### src/rtl/controle_escrita_regs.sv
// Write-back collector for banco_de_registradores: merges ALU and load write
// requests into a small FIFO, drains one bank write per cycle, and flags
// pending writes to the registers currently being read.
module controle_escrita_regs #(
    parameter int unsigned PROF = 4,
    parameter int unsigned LARG = 32
) (
    input  logic            clock,
    input  logic            reset,
    input  logic            descartar,
    input  logic            ulaValido,
    output logic            ulaPronto,
    input  logic [4:0]      ulaRD,
    input  logic [LARG-1:0] ulaDado,
    input  logic            memValido,
    output logic            memPronto,
    input  logic [4:0]      memRD,
    input  logic [LARG-1:0] memDado,
    input  logic [4:0]      RS,
    input  logic [4:0]      RT,
    output logic            regWrite,
    output logic [4:0]      RD,
    output logic [LARG-1:0] dadosEscrita,
    output logic            pendenteRS,
    output logic            pendenteRT,
    output logic            cheio
);

    localparam int unsigned PW = (PROF > 1) ? $clog2(PROF) : 1;
    localparam int unsigned CW = PW + 1;

    typedef struct packed {
        logic [4:0]      rd;
        logic [LARG-1:0] dado;
    } entrada_t;

    entrada_t        fila_q [PROF];
    logic [PW-1:0]   lei_q, lei_d;
    logic [PW-1:0]   esc_q, esc_d;
    logic [CW-1:0]   cnt_q, cnt_d;
    logic            wr_q, wr_d;
    logic [4:0]      rd_q, rd_d;
    logic [LARG-1:0] dado_q, dado_d;

    logic [CW-1:0]   livres;
    logic            mem_push, ula_push, pop;
    logic [PW-1:0]   esc_ula;

    // Handshake: memory has priority for the last free slot; flush blocks both.
    always_comb begin
        livres    = CW'(PROF) - cnt_q;
        memPronto = !descartar && (livres != '0);
        ulaPronto = !descartar && ((livres >= CW'(2)) || ((livres == CW'(1)) && !memValido));
        mem_push  = memValido && memPronto && (memRD != '0);
        ula_push  = ulaValido && ulaPronto && (ulaRD != '0);
        pop       = (cnt_q != '0);
        esc_ula   = esc_q + PW'(mem_push);
    end

    // Next-state: pointers, count and the registered bank write port.
    always_comb begin
        lei_d  = lei_q;
        esc_d  = esc_q;
        cnt_d  = cnt_q;
        wr_d   = 1'b0;
        rd_d   = rd_q;
        dado_d = dado_q;
        if (descartar) begin
            lei_d = '0;
            esc_d = '0;
            cnt_d = '0;
        end else begin
            if (pop) begin
                wr_d   = 1'b1;
                rd_d   = fila_q[lei_q].rd;
                dado_d = fila_q[lei_q].dado;
                lei_d  = lei_q + PW'(1);
            end
            esc_d = esc_q + PW'(mem_push) + PW'(ula_push);
            cnt_d = cnt_q + CW'(mem_push) + CW'(ula_push) - CW'(pop);
        end
    end

    // State registers with asynchronous active-low reset.
    always_ff @(posedge clock or negedge reset) begin
        if (!reset) begin
            lei_q  <= '0;
            esc_q  <= '0;
            cnt_q  <= '0;
            wr_q   <= 1'b0;
            rd_q   <= '0;
            dado_q <= '0;
        end else begin
            lei_q  <= lei_d;
            esc_q  <= esc_d;
            cnt_q  <= cnt_d;
            wr_q   <= wr_d;
            rd_q   <= rd_d;
            dado_q <= dado_d;
        end
    end

    // FIFO storage; the mem entry lands ahead of a same-cycle ALU entry.
    always_ff @(posedge clock) begin
        if (!descartar) begin
            if (mem_push) fila_q[esc_q]   <= '{rd: memRD, dado: memDado};
            if (ula_push) fila_q[esc_ula] <= '{rd: ulaRD, dado: ulaDado};
        end
    end

    // Hazard flags: any occupied slot or the live output write targeting RS/RT.
    always_comb begin
        logic [PW-1:0] off;
        logic          hit_rs, hit_rt;
        off    = '0;
        hit_rs = wr_q && (rd_q == RS);
        hit_rt = wr_q && (rd_q == RT);
        for (int i = 0; i < int'(PROF); i++) begin
            off = PW'(i) - lei_q;
            if ({1'b0, off} < cnt_q) begin
                if (fila_q[i].rd == RS) hit_rs = 1'b1;
                if (fila_q[i].rd == RT) hit_rt = 1'b1;
            end
        end
        pendenteRS = hit_rs && (RS != '0);
        pendenteRT = hit_rt && (RT != '0);
    end

    assign regWrite     = wr_q;
    assign RD           = rd_q;
    assign dadosEscrita = dado_q;
    assign cheio        = (cnt_q == CW'(PROF));

endmodule

### config.mk
export PLATFORM = sky130hd
export DESIGN_NAME = controle_escrita_regs
export DESIGN_NICKNAME = d
export VERILOG_FILES = /design/src/rtl/controle_escrita_regs.sv
export SDC_FILE = /design/constraint.sdc
export NUM_CORES = 1
export LEC_CHECK = 0
export CORE_MARGIN = 4
export CORE_UTILIZATION = 35
export CTS_CLUSTER_DIAMETER = 200
export DETAILED_ROUTE_END_ITERATION = 10
export PLACE_DENSITY = 0.59
export SYNTH_ARGS = -nofsm -noshare
export SYNTH_HDL_FRONTEND = slang
export SYNTH_SLANG_ARGS = --single-unit
### constraint.sdc
create_clock -name clock -period 4.45 [get_ports clock]
set_clock_uncertainty 0.1 [all_clocks]
set_input_delay 0.445 -clock clock [delete_from_list [all_inputs] [get_ports clock]]
set_output_delay 0.445 -clock clock [all_outputs]
set_load 0.01 [all_outputs]
==> Flow_metrics.wiki <==
{| class="wikitable"
! Metric !! Value
|-
| Chip Height || 177 um
|-
| Total setup buffers inserted after CTS || 0
|-
| Buffers & Inverters on Critical Path || 3
|-
| Detailed placement HPWL || 16300 um
|-
| Worst EP arrival || 3.98 ns
|-
| CTS max path bufs || 2
|-
| Shortest period the worst path allows || 3.91 ns
|-
| Sw frac || 32.0%
|-
| H-tree lvl count || 4
|-
| Fill cell total of the finished layout || 2462
|-
| Rel. slew slack || 25.8%
|-
| Proportion of power drawn by the clock network || 21.5%
|-
| Routed Wire Length || 24300 um
|-
| Num rows || 61
|-
| Clk Tree Root Cell || sky130_fd_sc_hd__clkbuf_16
|-
| Routability congestion estimate from global placement || 0.971
|-
| Cell area power density || 569 nW/um2
|-
| Sequential cell area fraction in the yosys report || 55.6%
|-
| Comb power frac || 39.3%
|-
| Number of enable-type register cells in the synthesized netlist || 148
|-
| Mean post-synth cell area || 16.6 um2
|-
| Synth unique cells || 38
|-
| Gr usage total || 15.8%
|-
| Clk pin slew, worst setup/hold paths || 0.08 ns
|-
| Worst path most repeated cell || sky130_fd_sc_hd__ha_1
|-
| CTS buffer count || 17
|-
| Average routed wire per standard cell || 21.7 um
|-
| Reg power frac || 39.3%
|-
| Fraction of final layout cells with drive strength greater than 1 || 31.4%
|-
| Count of routing violations after the opening detailed-route iteration || 399
|-
| Prevailing post-synth register cell || sky130_fd_sc_hd__edfxtp_1
|-
| Max stage delay cell, worst path || sky130_fd_sc_hd__buf_4
|-
| Crit path capture type || flop
|-
| Die area || 31400 um2
|-
| Hold buffers post-CTS || 0
|-
| Crit-path leading delay family || buffers and inverters
|-
| Num ports || 132
|-
| Post-route DRC violation count || 0
|-
| Synth Warn # || 0
|-
| Category of the worst setup path launch point || flop
|-
| Slew at the pin closest to its max-slew limit || 1.11 ns
|-
| Final period utilization || 87.8%
|-
| Total Power || 7.01 mW
|-
| Sink Count || 193
|-
| Width of the die || 177 um
|-
| Cells after Synth || 605
|-
| Area occupied by registers || 5580 um2
|-
| Setup repair after global routing missed its margin || no
|-
| Overall via count from detail_route || 5732
|-
| Synthesis-to-finish area growth || 22.9%
|-
| Via count of the first global-routing pass || 6506
|-
| Vias per cell || 5.11
|-
| Post-Route Setup TNS || 0 ns
|-
| Category of the critical setup timing path || reg -> reg
|-
| First-pass GRT wire length || 37700 um
|-
| #FFs+latches synth || 193
|-
| Worst min path class || in -> async
|-
| Synth Cell Area || 10000 um2
|-
| Biggest fanout along the worst timing path || 37
|-
| Cell breakdown of the critical path || inv_1 > ha_1 > ha_1 > a21oi_1 > o211ai_1 > inv_1 > ha_1 > nor3_2 > buf_4 > mux2_2
|-
| Slowest Stage Delay on Critical Path || 0.61 ns
|-
| Number of max-cap violations || 0
|-
| Area used by multi-input combinational logic || 4190 um2
|-
| Initial Utilization || 35.8%
|-
| Worst ir drop on vdd || 0.275 mV
|-
| Run status || completed
|-
| Number of cells upsized or downsized after cts || 0
|-
| Pin count of the biggest net entering global routing || 46
|-
| Total placed instance area || 11700 um2
|-
| Post-synthesis async set-or-reset flop share || 23.3%
|-
| Maximum clock frequency || 256 MHz
|-
| Data required time of the worst path || 4.52 ns
|-
| N_diodes || 0
|-
| Final count of negative-setup-slack endpoints || 0
|-
| Post-layout net count || 834
|-
| Number of I/O port buffers || 131
|-
| Clock tree from TritonCTS || yes
|-
| Worst-skew pair later-pin latency || 0.42 ns
|-
| Net switching power || 2.24 mW
|-
| DR pass1 iterations || 4
|-
| Remaining antenna violation count after routing || 0
|-
| Count of final max-slew check failures || 0
|-
| Antenna violations before repair || 0
|-
| Final design instance area without fill || 12300 um2
|-
| Worst-case hold slack || 0.0423 ns
|-
| Core region area || 28000 um2
|-
| Syn_nets || 709
|-
| Number of endpoints with negative hold slack in the final report || 0
|-
| Static power due to leakage || 4.28 nW
|-
| Overflow after GRT || 0
|-
| Internal Pwr Total || 4.76 mW
|}
per-stage QoR:
step	setup slack, ns	instances	util (%)
CTS	0.505	1121	44.0
global placement	0.476	1089	41.9
finish	0.543	1121	44.0
detailed placement	0.368	1089	41.9
global route	0.368	1121	44.0
floorplan	0.423	605	-
metal layers:
layer | part of all wire, % | GRT usage [%]
met1 | 41 | 19.4
met2 | 52 | 28.1
met3 | 5.1 | 3.40
met4 | 1.8 | 4.55
met5 | 0 | 0
logic make-up after synthesis:
family	count (synthesis)	synth area share, %
multiplexers	222	30.5
flip-flops	193	55.6
adder cells (fa/ha/maj)	15	1.95
AO/OA/AOI/OAI	17	1.24
XOR/XNOR	58	5.07
AND/OR/NAND/NOR	51	2.72
buffers and inverters	49	2.88
sequential cells by signal, summed over array words and instances, names as in the netlist:
name	cells
regWrite	1
lei_q	2
dadosEscrita	32
fila_q	148
cnt_q	3
esc_q	2
RD	5
worst paths after layout:
| kind | cells past startpoint | slack [ns] | start | endpoint |
|---|---|---|---|---|
| worst max-delay path | 10 | 0.54 | cnt_q[1] | fila_q[0][15] |
| worst min-delay path | 2 | 0.04 | reset | dadosEscrita[14] |
| max in group asynchronous | 2 | 3.67 | reset | lei_q[0] |
| min in group clock | 1 | 0.41 | dadosEscrita[31] | dadosEscrita[31] |
| worst max register to register | 10 | 0.54 | cnt_q[1] | fila_q[0][15] |
| worst min register to register | 1 | 0.41 | dadosEscrita[31] | dadosEscrita[31] |
synthesized netlist by cell type, types with 2 or more instances:
master	n	share of area, %
sky130_fd_sc_hd__buf_6	12	1.3
sky130_fd_sc_hd__buf_2	6	0.30
sky130_fd_sc_hd__mux2_4	38	5.7
sky130_fd_sc_hd__nor2b_1	3	0.19
sky130_fd_sc_hd__or4_1	6	0.45
sky130_fd_sc_hd__nand3_2	2	0.20
sky130_fd_sc_hd__mux4_2	37	8.3
sky130_fd_sc_hd__mux2_2	99	11
sky130_fd_sc_hd__nand4_1	2	0.12
sky130_fd_sc_hd__nand2_1	4	0.15
sky130_fd_sc_hd__nor2_1	12	0.45
sky130_fd_sc_hd__clkbuf_1	18	0.67
sky130_fd_sc_hd__inv_1	7	0.26
sky130_fd_sc_hd__o41ai_1	2	0.17
sky130_fd_sc_hd__a21oi_1	4	0.20
sky130_fd_sc_hd__o22a_1	2	0.17
sky130_fd_sc_hd__xor2_1	29	2.5
sky130_fd_sc_hd__buf_1	3	0.11
sky130_fd_sc_hd__buf_4	2	0.15
sky130_fd_sc_hd__nor4_1	2	0.12
sky130_fd_sc_hd__nor3_1	8	0.40
sky130_fd_sc_hd__mux2_1	48	5.4
sky130_fd_sc_hd__nand3_1	9	0.45
sky130_fd_sc_hd__o211ai_1	3	0.22
sky130_fd_sc_hd__edfxtp_1	148	44
sky130_fd_sc_hd__nand2b_1	2	0.12
sky130_fd_sc_hd__xnor2_1	29	2.5
sky130_fd_sc_hd__dfrtp_1	45	11
sky130_fd_sc_hd__ha_1	14	1.7
layout make-up:
class,count,area share (%)
clock buffer,17,3.46
clock inverter,15,1.23
inverter,8,0.244
multi-input combinational,363,34.1
sequential,193,45.3
tap,378,3.84
timing repair buffer,147,11.9
layout by cell type, fill, tap and decap left out, types with 2 or more instances in the layout:
| cell type | n |
|---|---|
| sky130_fd_sc_hd__or4_1 | 6 |
| sky130_fd_sc_hd__nor4_1 | 2 |
| sky130_fd_sc_hd__mux4_2 | 37 |
| sky130_fd_sc_hd__a21oi_1 | 4 |
| sky130_fd_sc_hd__clkbuf_16 | 17 |
| sky130_fd_sc_hd__nand2_2 | 2 |
| sky130_fd_sc_hd__nand2_1 | 2 |
| sky130_fd_sc_hd__o41ai_1 | 2 |
| sky130_fd_sc_hd__nand2b_1 | 2 |
| sky130_fd_sc_hd__nor3_1 | 6 |
| sky130_fd_sc_hd__buf_12 | 3 |
| sky130_fd_sc_hd__nor2_1 | 11 |
| sky130_fd_sc_hd__edfxtp_1 | 148 |
| sky130_fd_sc_hd__nand3_1 | 9 |
| sky130_fd_sc_hd__clkinv_1 | 3 |
| sky130_fd_sc_hd__inv_6 | 3 |
| sky130_fd_sc_hd__nor2b_1 | 3 |
| sky130_fd_sc_hd__ha_1 | 14 |
| sky130_fd_sc_hd__nand4_1 | 2 |
| sky130_fd_sc_hd__nor3_2 | 2 |
| sky130_fd_sc_hd__clkdlybuf4s50_1 | 130 |
| sky130_fd_sc_hd__o211ai_1 | 3 |
| sky130_fd_sc_hd__xor2_1 | 29 |
| sky130_fd_sc_hd__buf_4 | 13 |
| sky130_fd_sc_hd__mux2_1 | 48 |
| sky130_fd_sc_hd__dfrtp_1 | 43 |
| sky130_fd_sc_hd__xnor2_1 | 29 |
| sky130_fd_sc_hd__inv_8 | 3 |
| sky130_fd_sc_hd__clkinv_4 | 3 |
| sky130_fd_sc_hd__mux2_2 | 99 |
| sky130_fd_sc_hd__nand3_2 | 2 |
| sky130_fd_sc_hd__inv_1 | 7 |
| sky130_fd_sc_hd__mux2_4 | 38 |
| sky130_fd_sc_hd__o22a_1 | 2 |
power groups by stage:
stage / combinational, mW / sequential (mW) / clock (mW)
floorplan: 1.71 / 2.80 / 0
global placement: 2.75 / 2.77 / 0
detailed placement: 2.80 / 2.80 / 0
CTS: 2.82 / 2.76 / 1.54
global route: 2.98 / 2.81 / 1.62
finish: 2.75 / 2.75 / 1.50
worst reg2reg max path: stages, from the launching register on:
cell and delay [ns]:
sky130_fd_sc_hd__dfrtp_1 0.45, sky130_fd_sc_hd__inv_1 0.18, sky130_fd_sc_hd__ha_1 0.25, sky130_fd_sc_hd__ha_1 0.30
sky130_fd_sc_hd__a21oi_1 0.31, sky130_fd_sc_hd__o211ai_1 0.25, sky130_fd_sc_hd__inv_1 0.17, sky130_fd_sc_hd__ha_1 0.33
sky130_fd_sc_hd__nor3_2 0.25, sky130_fd_sc_hd__buf_4 0.61, sky130_fd_sc_hd__mux2_2 0.46
Note: power is estimated with default switching activity, not from simulation.
